==> config.mk <==
export PLATFORM = sky130hd
export DESIGN_NAME = cpu_clk_ctrl
export DESIGN_NICKNAME = d
export VERILOG_FILES = /design/src/rtl/cpu_clk_ctrl_pkg.sv /design/src/rtl/cpu_clk_ctrl_btn_debounce.sv /design/src/rtl/cpu_clk_ctrl.sv
export SDC_FILE = /design/constraint.sdc
export NUM_CORES = 1
export LEC_CHECK = 0
export CORE_ASPECT_RATIO = 0.9
export CORE_UTILIZATION = 25
export CTS_BUF_LIST = sky130_fd_sc_hd__clkbuf_8
export DETAILED_ROUTE_END_ITERATION = 10
export PLACE_DENSITY = 0.57
export SETUP_SLACK_MARGIN = 0.02
export SLEW_MARGIN = 20
export SYNTH_ARGS = -nofsm -noshare
export SYNTH_HDL_FRONTEND = slang
export SYNTH_SLANG_ARGS = --single-unit
export TNS_END_PERCENT = 20
==> constraint.sdc <==
create_clock -name clk -period 5.5 [get_ports clk]
set_input_delay 1.1 -clock clk [delete_from_list [all_inputs] [get_ports clk]]
set_output_delay 1.1 -clock clk [all_outputs]
set_load 0.005 [all_outputs]
==> src/rtl/cpu_clk_ctrl_pkg.sv <==
// Shared mode encodings and FSM state type for the CPU clock-enable controller.
package cpu_clk_ctrl_pkg;

  localparam logic [1:0] MODE_HALT    = 2'b00;
  localparam logic [1:0] MODE_RUN     = 2'b01;
  localparam logic [1:0] MODE_STEP    = 2'b10;
  localparam logic [1:0] MODE_RUN_ALT = 2'b11;

  typedef enum logic [1:0] {
    S_HALT = 2'd0,
    S_RUN  = 2'd1,
    S_STEP = 2'd2,
    S_BP   = 2'd3
  } state_t;

  function automatic logic mode_is_run(input logic [1:0] m);
    return (m == MODE_RUN) || (m == MODE_RUN_ALT);
  endfunction

endpackage

==> src/rtl/cpu_clk_ctrl_btn_debounce.sv <==
// Step button conditioning: 2-flop synchroniser, stable-level debounce, one-cycle rise pulse.
module btn_debounce
  import cpu_clk_ctrl_pkg::*;
#(
  parameter int DEB_CYCLES = 250000
) (
  input  logic clk,
  input  logic rst,
  input  logic btn,
  output logic step_req
);

  localparam int CW = (DEB_CYCLES < 2) ? 1 : $clog2(DEB_CYCLES + 1);
  localparam logic [CW-1:0] LAST = CW'(DEB_CYCLES - 1);

  logic          sync1;
  logic          sync2;
  logic          level;
  logic [CW-1:0] cnt;

  always_ff @(posedge clk or posedge rst) begin
    if (rst) begin
      sync1    <= 1'b0;
      sync2    <= 1'b0;
      level    <= 1'b0;
      cnt      <= '0;
      step_req <= 1'b0;
    end else begin
      sync1    <= btn;
      sync2    <= sync1;
      step_req <= 1'b0;
      // Any return to the accepted level restarts the stability window.
      if (sync2 == level) begin
        cnt <= '0;
      end else if (cnt == LAST) begin
        level    <= sync2;
        cnt      <= '0;
        step_req <= sync2;
      end else begin
        cnt <= cnt + CW'(1);
      end
    end
  end

endmodule

==> src/rtl/cpu_clk_ctrl.sv <==
// CPU clock-enable controller: HALT / divided RUN / debounced STEP, one-cycle cpu_ce, no gated clocks.
// Optional PC breakpoint in RUN is compiled in with macro BREAKPOINT_EN.
module cpu_clk_ctrl
  import cpu_clk_ctrl_pkg::*;
#(
  parameter int DIV_W      = 8,
  parameter int DEB_CYCLES = 250000,
  parameter int PC_W       = 16,
  parameter int CNT_W      = 32
) (
  input  logic             clk,
  input  logic             rst,
  input  logic [1:0]       mode,
  input  logic [DIV_W-1:0] div_val,
  input  logic             btn,
  input  logic [PC_W-1:0]  pc,
  input  logic [PC_W-1:0]  bp_addr,
  input  logic             bp_valid,
  output logic             cpu_ce,
  output logic             halted,
  output logic             bp_hit,
  output logic [CNT_W-1:0] ce_cnt
);

  state_t           state;
  state_t           state_n;
  logic [DIV_W-1:0] cnt;
  logic [DIV_W-1:0] div_lat;
  logic             step_req;
  logic             step_ce;
  logic             set_step;
  logic             run_ce;
  logic             bp_hit_n;
  logic             bp_match;
  logic             m_run;
  logic             m_step;
  logic             m_halt;

  btn_debounce #(
    .DEB_CYCLES(DEB_CYCLES)
  ) u_deb (
    .clk     (clk),
    .rst     (rst),
    .btn     (btn),
    .step_req(step_req)
  );

`ifdef BREAKPOINT_EN
  assign bp_match = bp_valid && (pc == bp_addr);
`else
  logic unused_bp;
  assign unused_bp = ^{pc, bp_addr, bp_valid};
  assign bp_match  = 1'b0;
`endif

  assign m_run  = mode_is_run(mode);
  assign m_step = (mode == MODE_STEP);
  assign m_halt = (mode == MODE_HALT);

  always_ff @(posedge clk or posedge rst) begin
    if (rst) state <= S_HALT;
    else     state <= state_n;
  end

  // Priority inside every state: mode change, then step_req, then divider.
  always_comb begin
    state_n  = state;
    run_ce   = 1'b0;
    set_step = 1'b0;
    bp_hit_n = bp_hit;
    case (state)
      S_HALT: begin
        if (m_run)       state_n = S_RUN;
        else if (m_step) state_n = S_STEP;
      end
      S_RUN: begin
        if (m_halt) begin
          state_n = S_HALT;
        end else if (m_step) begin
          state_n = S_STEP;
        end else if (bp_match && !step_ce) begin
          state_n  = S_BP;
          bp_hit_n = 1'b1;
        end else if (cnt == div_lat) begin
          run_ce = 1'b1;
        end
      end
      S_STEP: begin
        if (m_halt)        state_n = S_HALT;
        else if (m_run)    state_n = S_RUN;
        else if (step_req) set_step = 1'b1;
      end
      S_BP: begin
        if (m_halt) begin
          state_n  = S_HALT;
          bp_hit_n = 1'b0;
        end else if (step_req) begin
          state_n  = S_RUN;
          set_step = 1'b1;
          bp_hit_n = 1'b0;
        end
      end
      default: state_n = S_HALT;
    endcase
  end

  // step_ce also masks the breakpoint compare on the first RUN cycle after a BP step.
  assign cpu_ce = run_ce | step_ce;

  always_ff @(posedge clk or posedge rst) begin
    if (rst) begin
      cnt     <= '0;
      div_lat <= '0;
    end else if (state_n == S_RUN && state != S_RUN) begin
      cnt     <= '0;
      div_lat <= div_val;
    end else if (state_n == S_RUN) begin
      if (cnt == div_lat) begin
        cnt     <= '0;
        div_lat <= div_val;
      end else begin
        cnt <= cnt + DIV_W'(1);
      end
    end else begin
      cnt <= '0;
    end
  end

  always_ff @(posedge clk or posedge rst) begin
    if (rst) begin
      step_ce <= 1'b0;
      halted  <= 1'b1;
      bp_hit  <= 1'b0;
      ce_cnt  <= '0;
    end else begin
      step_ce <= set_step;
      halted  <= (state_n != S_RUN);
      bp_hit  <= bp_hit_n;
      if (cpu_ce) ce_cnt <= ce_cnt + CNT_W'(1);
    end
  end

endmodule

==> results of run 1 <==
[flip-flops by register name, summed over array words and instances, names as in the netlist]
register,count
ce_cnt,32
u_deb.cnt,18
cnt,8
div_lat,8
state,2
halted,1
step_ce,1
u_deb.level,1
u_deb.step_req,1
u_deb.sync1,1
u_deb.sync2,1
[per-stage QoR]
stage	util, %	instances	hold slack (ps)	instance area (um2)	setup slack [ps]
floorplan	-	310	331.2	3515	2520
global placement	30.70	521	337.8	4149	1332
detailed placement	30.70	521	341.8	4149	1294
CTS	32.40	537	357.9	4378	1295
global route	32.40	537	371.8	4378	1217
finish	32.40	537	357.0	4378	1323
[cell usage after synthesis (2+ instances only)]
library cell	number	share of area, %
and3_2	2	0.43
nand3_1	24	3.4
nor3_4	2	0.93
or3_1	3	0.53
xnor2_1	21	5.2
nor2_1	37	4.0
o21ai_0	2	0.28
nor4_4	3	1.8
nand2_1	24	2.6
inv_1	4	0.43
mux2_2	9	2.9
and3_1	10	1.8
nand4_1	16	2.8
dfrtp_1	73	52
nor3_1	8	1.1
xor2_1	40	10
ha_1	3	1.1
nor3b_1	2	0.43
a31oi_1	2	0.36
nor3_2	3	0.85
buf_4	2	0.43
[metal layers]
layer,global-route usage [%],part of all wire (%),up-vias
li1,-,-,1175
met1,13.33,47,1149
met2,16.04,45,42
met3,4.579,6.2,8
met4,4.286,1.6,0
met5,0,0,-
[final timing paths]
| check | depth (start not counted) | from | end |
|---|---|---|---|
| max | 5 | mode[0] | cpu_ce |
| max reg2reg | 5 | cnt[0] | div_lat[5] |
| min reg2reg | 0 | u_deb.sync1 | u_deb.sync2 |
| min in group asynchronous | 2 | rst | u_deb.sync1 |
| min | 0 | u_deb.sync1 | u_deb.sync2 |
| max in group asynchronous | 3 | rst | ce_cnt[21] |
[logic make-up (layout without fill, tap and decap cells)]
| family | after synthesis | after routing | share of synthesized area [%] |
|---|---|---|---|
| and+or+nand+nor | 144 | 144 | 23.75 |
| buffers and inverters | 9 | 68 | 1.886 |
| xor gates and xnor gates | 61 | 61 | 15.20 |
| adders and majority gates | 3 | 3 | 1.068 |
| AOI/OAI and AO/OA | 9 | 9 | 2.385 |
| DFF | 74 | 74 | 52.72 |
| muxes | 9 | 9 | 2.884 |
| other | 1 | 1 | 0.1067 |
[report_power, final]
part	leakage [nW]	internal [mW]	switching, mW	total (mW)
Sequential	0.994	0.564	0.0187	0.583
Combinational	0.827	0.0390	0.0390	0.0781
Clock	0.121	0.279	0.201	0.479
[final cells by class]
| class | instances | area (um2) |
|---|---|---|
| clock inverters | 5 | 77.57 |
| well taps | 168 | 210.2 |
| multi-input cells | 227 | 1595 |
| flip-flops and latches | 74 | 1853 |
| clock buffers | 11 | 151.4 |
| fillers | 1353 | 9135 |
| inverters | 4 | 15.01 |
| repair buffers | 48 | 475.5 |
[critical path, delay by kind of cell]
family / cells / cell delay (ps)
buffers and inverters: 3 / 1580
and+or+nand+nor: 1 / 230
AOI/OAI and AO/OA: 1 / 160
==> impl_metrics.yaml, run 1 <==
critical_path:
  cp_slowest_cell: "clkdlybuf4s50_1"
  crit_top_cell: "clkdlybuf4s50_1"
  reg2reg_slack_ps: 3430
  crit_type: "input port to primary output"
  setup.worst_path.end_class: "primary output"
  critPathMaxFanout: 15
  start_kind: "input port"
  required_ps: 4400
  crit_chain: "clkdlybuf4s50_1, and3_1, a41oi_2, inv_1, clkdlybuf4s50_1"
  cpPeakStageDelay_ps: 600
  cp.arrival_ps: 3080
timing:
  setup_tns_ps: 0
  timing.slew.headroom_pct: 51.15
  fmaxAchievable_mhz: 239.4
  setup_viol: 0
  hold_violations: 0
  period_needed_ps: 4177
  tightest_slew_ps: 731.7
  finalClockSkew_ps: 11.08
  drv_slew: 0
  rsz0062_at_grt: "false"
  period_share_pct: 75.95
routing:
  drtIter0Drc: 121
  vias_per_cell: 4.421
  wl_per_cell_um: 12.82
  final_antenna_net_count: 0
  finalWirelength_um: 6887
  drcViolationCount: 0
  dr.pass1.iters: 4
  vias: 2374
logic_synthesis:
  ys.flop_type: "dfrtp_1"
  synth.cell_area_mm2: 0.003515
  synth.distinct_cells: 41
  synthCells: 310
  ys_async_sr_fraction_pct: 100.0
  avgSynthCellArea_um2: 11.34
  synth-seq-cells: 74
  ys_warn_count: 0
  synth_edf_count: 0
  yosysSeqAreaShare_pct: 52.72
  synth_nets: 359
floorplan:
  die_x_um: 127.0
  placementRows: 40
  core_area_mm2: 0.01351
  initial_core_util_pct: 26.01
  die_h_um: 114.5
  ios: 81
  die_area_mm2: 0.01454
placed_design:
  io_buffers: 46
  place_congestion: 0.7169
  dp_hpwl_um: 4842
power_and_ir_drop:
  power_density_mw_per_mm2: 260.5
  p_leak_nw: 1.942
  ir_drop_v: 0.0001096
  finalPower_mw: 1.141
hold_path:
  min_path_type: "flip-flop to flip-flop"
grt:
  grt_pass1_wl_um: 11900
  grt-ovfl-total: 0
  grt_max_degree: 40
  antenna_found_initial: 0
  track_usage_pct: 10.62
  grt_pass1_vias: 2434
clock_network:
  cts_max_path_buffers: 2
  h-tree-depth: 3
  cts_resized: 0
  cts_buffers: 9
  postCtsSetupBuffers: 0
  clk_latency_ps: 360
  cts_hold_buf: 0
  cts_root_buf: "clkbuf_8"
  cts_tree: "yes"
  clk_pin_slew_ps: 70
  cts_sinks: 74
layout:
  drive_gt1_share_pct: 12.47
  syn_to_final_growth_pct: 24.56
  final_nets: 413
  mostFrequentLayoutCells: "dfrtp_1 (73), clkdlybuf4s50_1 (46), xor2_1 (40)"
  mostFrequentLayoutCell: "dfrtp_1"
  antennaDiodeCount: 0
job:
  max_cap_violations: 0
outcome:
  status: "complete, no violations"
Note: power is estimated with default switching activity, not from simulation.
==> inputs of run 2 (changes only) <==
clock period = 4.1 ns   (was 5.5 ns; I/O delays follow)
==> run 2 against run 1 <==
Combinational power rose by 36%. Largest power group unchanged. Cell count is 0.19% higher. Count of clock-buffer cells in the layout stayed put. Sequential share of layout area increased by 0.11 points. Critical path type unchanged. First-iteration DRC count down 5.8%. Sequential cell count stayed put. Die area stayed put. Critical path depth is the same. Wire length increased by 1.4%.
==> impl_metrics.yaml, run 2 (synthesized netlist as in run 1, its figures left out) <==
outcome:
  status: "complete, no violations"
routing:
  finalWirelength_um: 6985
  wl_per_cell_um: 12.98
  dr.pass1.iters: 4
  vias_per_cell: 4.476
  final_antenna_net_count: 0
  drtIter0Drc: 114
  drcViolationCount: 0
  vias: 2408
layout:
  largest_reg_flops: 32
  reg_top3: "ce_cnt: 32 flops, u_deb.cnt: 18 flops"
  final_nets: 415
  antennaDiodeCount: 0
  utilization_pct: 32.31
  syn_to_final_growth_pct: 24.24
  stdcell_area_mm2: 0.004367
  fillers: 1363
  register_area_mm2: 0.001853
  largest-register: "ce_cnt"
  drive_gt1_share_pct: 12.97
  multi_input_area_mm2: 0.001595
  mostFrequentLayoutCell: "dfrtp_1"
  mostFrequentLayoutCells: "dfrtp_1 (73), clkdlybuf4s50_1 (46), xor2_1 (40)"
critical_path:
  critPathMaxFanout: 5
  crit_path_start: "mode[0]"
  crit_top_cell: "clkdlybuf4s50_1"
  start_kind: "input port"
  setup.worst_path.end_class: "primary output"
  crit_type: "input port to primary output"
  cp.arrival_ps: 2370
  required_ps: 3280
  rr_startpoint: "cnt[0]"
  cpPeakStageDelay_ps: 520
  crit_chain: "clkdlybuf4s50_1, and3_1, a41oi_2, inv_1, clkdlybuf4s50_1"
  cp_slowest_cell: "clkdlybuf4s50_1"
clock_network:
  h-tree-depth: 3
  clk_latency_ps: 350
  cts_hold_buf: 0
  cts_tree: "yes"
  cts_sinks: 74
  postCtsSetupBuffers: 0
  clk_pin_slew_ps: 70
  cts_buffers: 9
  cts_root_buf: "clkbuf_8"
  cts_max_path_buffers: 2
  cts_resized: 0
floorplan:
  die_h_um: 114.5
  placementRows: 40
  initial_core_util_pct: 26.01
  ios: 81
  core_area_mm2: 0.01351
  die_x_um: 127.0
  die_area_mm2: 0.01454
grt:
  grt_max_degree: 52
  track_usage_pct: 10.46
  grt_pass1_vias: 2478
  grt_pass1_wl_um: 11880
  grt-ovfl-total: 0
  antenna_found_initial: 0
timing:
  rsz0062_at_grt: "false"
  worst_hold_slack_ps: 352.0
  hold_violations: 0
  drv_slew: 0
  tightest_slew_ps: 744.0
  finalClockSkew_ps: 13.44
  period_share_pct: 77.69
  timing.slew.headroom_pct: 50.02
  period_needed_ps: 3185
  fmaxAchievable_mhz: 313.9
  setup_viol: 0
  setup_tns_ps: 0
placed_design:
  place_congestion: 0.7550
  io_buffers: 46
  dp_hpwl_um: 5064
  place_area_mm2: 0.004164
hold_path:
  hp-start: "u_deb.sync1"
  min_path_type: "flip-flop to flip-flop"
power_and_ir_drop:
  p_leak_nw: 1.933
  power_density_mw_per_mm2: 335.0
  ir_drop_v: 0.0001392
  finalPower_mw: 1.463
job:
  max_cap_violations: 0
==> run 2: cell types whose count changed in the layout (fill, tap and decap cells not counted), sizes merged <==
| cell | delta |
|---|---|
| bufinv | -1 |
| buf | +2 |
| inv | -1 |
| clkinvlp | +1 |
==> run 2: worst paths after layout <==
check	to	slack, ps	depth (start not counted)
hold reg to reg	u_deb.sync2	350	0
setup / recovery	cpu_ce	910	5
setup reg to reg	div_lat[7]	1990	5
min in group asynchronous	ce_cnt[24]	840	3
hold / removal	u_deb.sync2	350	0
max in group asynchronous	div_lat[7]	2680	3
==> run 2: area by class of cell <==
type,instances,area share [%]
repair buffers,50,11.23
well taps,168,4.814
inverters,4,0.3438
flip-flops and latches,74,42.44
clock buffers,11,3.467
clock inverters,4,1.175
multi-input cells,227,36.53
==> run 2: routing by layer <==
metal / routed length, um / share of wire [%] / global-route usage (%) / vias up
li1: - / - / - / 1181
met3: 352 / 5.0 / 3.318 / 9
met4: 83 / 1.2 / 4.762 / 0
met5: 0 / 0 / 0 / -
met2: 3174 / 45 / 15.57 / 33
met1: 3374 / 48 / 13.85 / 1185
==> run 2: through the flow <==
stage                     worst slack (ps)  instances
after floorplan                       1400        310
after global placement               885.5        523
after detailed placement             881.1        523
after CTS                            879.3        538
after global routing                 802.9        538
final                                914.5        538
==> run 2: worst max-delay path: cells and delay by family <==
kind / cells / cell delay (ps)
buf+inv: 3 / 1140
simple gates: 1 / 220
compound gates: 1 / 180
==> run 2: power by group <==
group | total [mW] | internal (mW) | leakage (nW) | switching, mW
clock | 0.576 | 0.311 | 0.101 | 0.265
sequential | 0.782 | 0.757 | 0.994 | 0.0244
combinational | 0.106 | 0.0530 | 0.837 | 0.0525
total | 1.46 | 1.12 | 1.93 | 0.342
==> inputs of run 3 (changes only) <==
PLACE_DENSITY = 0.58   (was 0.57)
clock period = 2.9 ns   (was 4.1 ns; I/O delays follow)
==> run 3 against run 2 <==
Clock power is 44% higher. Clock skew is 4.2 ps higher. Sequential power is 42% higher. Critical path depth stayed put. Critical endpoint unchanged. Largest power group unchanged.
==> impl_metrics.yaml, run 3 (synthesized netlist as in run 1, its figures left out) <==
outcome:
  status: "complete, no violations"
hold_path:
  min_path_type: "flip-flop to flip-flop"
layout:
  final_nets: 415
  mostFrequentLayoutCells: "dfrtp_1 (73), clkdlybuf4s50_1 (46), xor2_1 (40)"
  largest_reg_flops: 32
  syn_to_final_growth_pct: 24.96
  antennaDiodeCount: 0
  reg_top3: "ce_cnt: 32 flops, u_deb.cnt: 18 flops"
  instances_no_fill: 539
  utilization_pct: 32.50
  drive_gt1_share_pct: 13.21
  largest-register: "ce_cnt"
  mostFrequentLayoutCell: "dfrtp_1"
critical_path:
  start_kind: "input port"
  crit_type: "input port to primary output"
  setup.worst_path.end_class: "primary output"
  required_ps: 2320
  cp.arrival_ps: 2150
  critPathMaxFanout: 5
placed_design:
  place_congestion: 0.7268
  io_buffers: 46
  post-place-cells: 523
  dp_hpwl_um: 5044
power_and_ir_drop:
  finalPower_mw: 2.090
  ir_drop_v: 0.0001558
  p_leak_nw: 1.943
  power_density_mw_per_mm2: 475.9
timing:
  period_needed_ps: 2728
  drv_slew: 0
  tightest_slew_ps: 644.5
  fmaxAchievable_mhz: 366.6
  finalClockSkew_ps: 17.66
  setup_tns_ps: 0
  worst_hold_slack_ps: 350.9
  rsz0062_at_grt: "false"
  hold_violations: 0
  period_share_pct: 94.06
  setup_viol: 0
  timing.slew.headroom_pct: 56.70
routing:
  dr.pass1.iters: 4
  drtIter0Drc: 98
  vias_per_cell: 4.497
  wl_per_cell_um: 12.91
  final_antenna_net_count: 0
  drcViolationCount: 0
  vias: 2424
  finalWirelength_um: 6959
grt:
  grt-ovfl-total: 0
  antenna_found_initial: 0
  track_usage_pct: 10.55
  grt_pass1_wl_um: 11870
  grt_pass1_vias: 2391
  grt_max_degree: 30
clock_network:
  clk_pin_slew_ps: 70
  postCtsSetupBuffers: 0
  cts_hold_buf: 0
  clk_latency_ps: 360
  cts_root_buf: "clkbuf_8"
  h-tree-depth: 3
  cts_resized: 0
  cts_max_path_buffers: 2
  cts_tree: "yes"
  cts_buffers: 9
  cts_sinks: 74
floorplan:
  die_x_um: 127.0
  ios: 81
  initial_core_util_pct: 26.01
  die_h_um: 114.5
  die_area_mm2: 0.01454
  core_area_mm2: 0.01351
  placementRows: 40
job:
  max_cap_violations: 0
[run 3: path summary, 6_finish.rpt]
check,start,end,slack [ps],depth (start not counted)
worst max-delay path,mode[0],cpu_ce,170,5
worst min-delay path,u_deb.sync1,u_deb.sync2,350,0
worst max register to register,cnt[0],div_lat[0],830,5
worst min register to register,u_deb.sync1,u_deb.sync2,350,0
max in group asynchronous,rst,halted,1660,3
min in group asynchronous,rst,u_deb.level,600,2
[run 3: critical path, stage by stage]
cell	delay [ps]
clkdlybuf4s50_1	540
and3_1	230
a41oi_2	170
inv_1	120
clkdlybuf4s50_1	500
[run 3: power breakdown]
part           leakage [nW]  internal (mW)  switching (mW)  total [mW]
Combinational         0.846         0.0788          0.0748       0.154
Clock                 0.103          0.422           0.408       0.831
Sequential            0.994           1.07          0.0358        1.11
Total                  1.94           1.57           0.519        2.09
[run 3: area by class of cell]
cell class              instances  area [um2]
repair buffers                 50       515.5
clock buffers                  10       137.6
clock inverters                 6       65.06
inverters                       4       15.01
multi-input cells             227        1595
fillers                      1388        9121
flip-flops and latches         74        1853
well taps                     168       210.2
[run 3: stage by stage]
| stage | cell area (um2) | setup slack [ps] |
|---|---|---|
| after floorplan | 3515 | 440.0 |
| after global placement | 4189 | 137.3 |
| after detailed placement | 4189 | 139.9 |
| after CTS | 4392 | 131.3 |
| after global routing | 4392 | 57.38 |
| final | 4392 | 172.1 |
[run 3: routing by layer]
layer | share of wire (%) | GRT usage (%) | up-vias
li1 | - | - | 1178
met1 | 48 | 14.24 | 1199
met2 | 45 | 15.38 | 36
met3 | 5.3 | 3.785 | 11
met4 | 1.4 | 4.048 | 0
met5 | 0 | 0 | -
==> variant: new RTL, config.mk and constraints of run 3 <==
Build with the macro `BREAKPOINT_EN` defined.
--- a/src/rtl/cpu_clk_ctrl.sv
+++ b/src/rtl/cpu_clk_ctrl.sv
@@ -1,5 +1,7 @@
 // CPU clock-enable controller: HALT / divided RUN / debounced STEP, one-cycle cpu_ce, no gated clocks.
 // Optional PC breakpoint in RUN is compiled in with macro BREAKPOINT_EN.
+`define BREAKPOINT_EN
+
 module cpu_clk_ctrl
   import cpu_clk_ctrl_pkg::*;
 #(
Behaviour: not the same (a bounded check fails within 4 cycles, from zero or initial values and one cycle with rst high).
==> variant against run 3 <==
Final cell count rose by 19%; via count rose by 16%; area after synthesis rose by 5.9%; combinational power rose by 58%; sequential cell count rose by 1; worst setup slack got worse by 0.012 ns; die area rose by 5.8%; hold slack got worse by 0.0018 ns; critical path type unchanged; routed wire length rose by 19%; critical endpoint unchanged; power fell by 0.98%; cell area rose by 14%; synthesized cell count rose by 13%; utilization rose by 2.7 points.
==> variant: results (changes against run 3) <==
Outcome = finished clean (unchanged)
DP HPWL = 6110 µm (was 5040 µm)
RePlAce Congestion = 0.774 (was 0.727)
Yosys cell types = 43 (was 41)
Total GRT Usage = 11.6% (was 10.6%)
Global-route wire length before repair = 14000 µm (was 11900 µm)
Xor and xnor fraction of the mapped netlist area = 17.2% (was 15.2%)
Initial DRC count = 175 (was 98)
Worst Hold Launch = u_deb.sync1$_DFF_PP0_ (unchanged)
CP Max Fanout = 2 (was 5)
DP Cell Count = 625 (was 523)
Crit path DAT = 2.16 ns
Slew HR = 47.5% (was 56.7%)
Hold worst-path end = u_deb.sync2$_DFF_PP0_ (unchanged)
Post-synthesis compound-gate area fraction = 2.55% (was 2.39%)
Post-Route WL = 8250 µm (was 6960 µm)
Largest regs = ce_cnt x32, u_deb.cnt x18 (unchanged)
Worst Skew = 0.0157 ns (was 0.0177 ns)
Reg2Reg Depth = 7 (was 5)
Reg2reg end = ce_cnt[18]$_DFFE_PP0P_ (was div_lat[0]$_DFFE_PP0P_)
Nets@finish = 492 (was 415)
Worst VDD drop = 0.186 mV (was 0.156 mV)
Post-Syn Nets = 400 (was 359)
Vias = 2820 (was 2424)
Async S/R FF share, synth = 100% (unchanged)
Hold_ws = 0.349 ns (was 0.351 ns)
Post-synthesis mux area share = 3.29% (was 2.88%)
Synth Area in Adders = 1.01% (was 1.07%)
Vias in the first global route = 2851 (was 2391)
Count of buffers from port buffering = 80 (was 46)
Layout cells sized above 1 = 10.7% (was 13.2%)
Hold Path Stages = 0 (unchanged)
Synth top cells by count = dfrtp_1 (74), xor2_1 (40), nor2_1 (39) (was dfrtp_1 (73), xor2_1 (40), nor2_1 (37))
Largest cells by area after synthesis = dfrtp_1 (50%), xor2_1 (9.4%), xnor2_1 (7.8%) (was dfrtp_1 (52%), xor2_1 (10%), xnor2_1 (5.2%))
Register area share after synthesis = 50.5% (was 52.7%)
Syn Inst Count = 351 (was 310)
Routed vias/inst = 4.40 (was 4.50)
-- variant: cell count changes after synthesis, sizes merged, moves of 3 or more --
cell and change:
buf -4, xnor2 +12, nor4b +6, inv +6, nand3 -3, or4 +3, nand4 -7, nand2b +8
clkbuf +7, nor4 +10
-- variant: repair_timing --
action                     CTS  global route
setup endpoints to repair    1             1
pin swaps                    1             1
resized for setup            1             3
-- variant: worst max-delay path by stage --
stage               startpoint            endpoint  slack (ns)  cells after the start
global route             pc[0]              cpu_ce        0.03                      8
CTS                      pc[0]              cpu_ce        0.10                      8
finish                   pc[0]              cpu_ce        0.16                      8
global placement         pc[0]              cpu_ce       -0.02                      8
floorplan                  rst  bp_hit$_DFFE_PP0P_        0.41                      1
detailed placement       pc[0]              cpu_ce       -0.08                      8
-- variant: layer usage --
metal / track usage (%) / wire length (µm)
met3: 3.64 / 387
met4: 3.52 / 170
met5: 0 / 0
met2: 17.3 / 3770
met1: 15.8 / 3930
-- variant: report_power, final --
part / internal [µW] / total (µW) / switching [µW]
clock network: 326 / 705 / 378
registers: 1090 / 1120 / 34.5
logic: 146 / 244 / 97.3
total: 1560 / 2070 / 510
-- variant: critical path: stages --
cell             delay, ns
clkdlybuf4s50_1       0.47
nand2b_1              0.12
o221ai_2              0.08
nor4_1                0.29
buf_4                 0.18
o2bb2ai_4             0.13
inv_1                 0.05
dlygate4sd2_1         0.26
-- variant: area by class of cell --
| type | count | area, µm² |
|---|---|---|
| multi-input cells | 258 | 1810 |
| flip-flops and latches | 75 | 1880 |
| well taps | 193 | 241 |
| repair buffers | 89 | 880 |
| fillers | 1454 | 9250 |
| clock inverters | 6 | 33.8 |
| clock buffers | 10 | 138 |
| inverters | 10 | 37.5 |
-- variant: through the flow --
stage	total power, µW	area, µm²	setup slack (ns)	util, %
2_1_floorplan	1270	3720	0.412	-
3_3_place_gp	1380	4820	-0.0186	33.8
3_5_place_dp	1390	4820	-0.0772	33.8
4_1_cts	2110	4990	0.100	35.0
5_1_grt	2180	5010	0.0279	35.2
6_report	2070	5010	0.160	35.2
-- variant: cells by family after synthesis --
logic type                 count (synthesis)
AOI/OAI and AO/OA                         13
xor gates and xnor gates                  73
DFF                                       75
and+or+nand+nor                          158
buffers and inverters                     18
adders and majority gates                  3
muxes                                     11
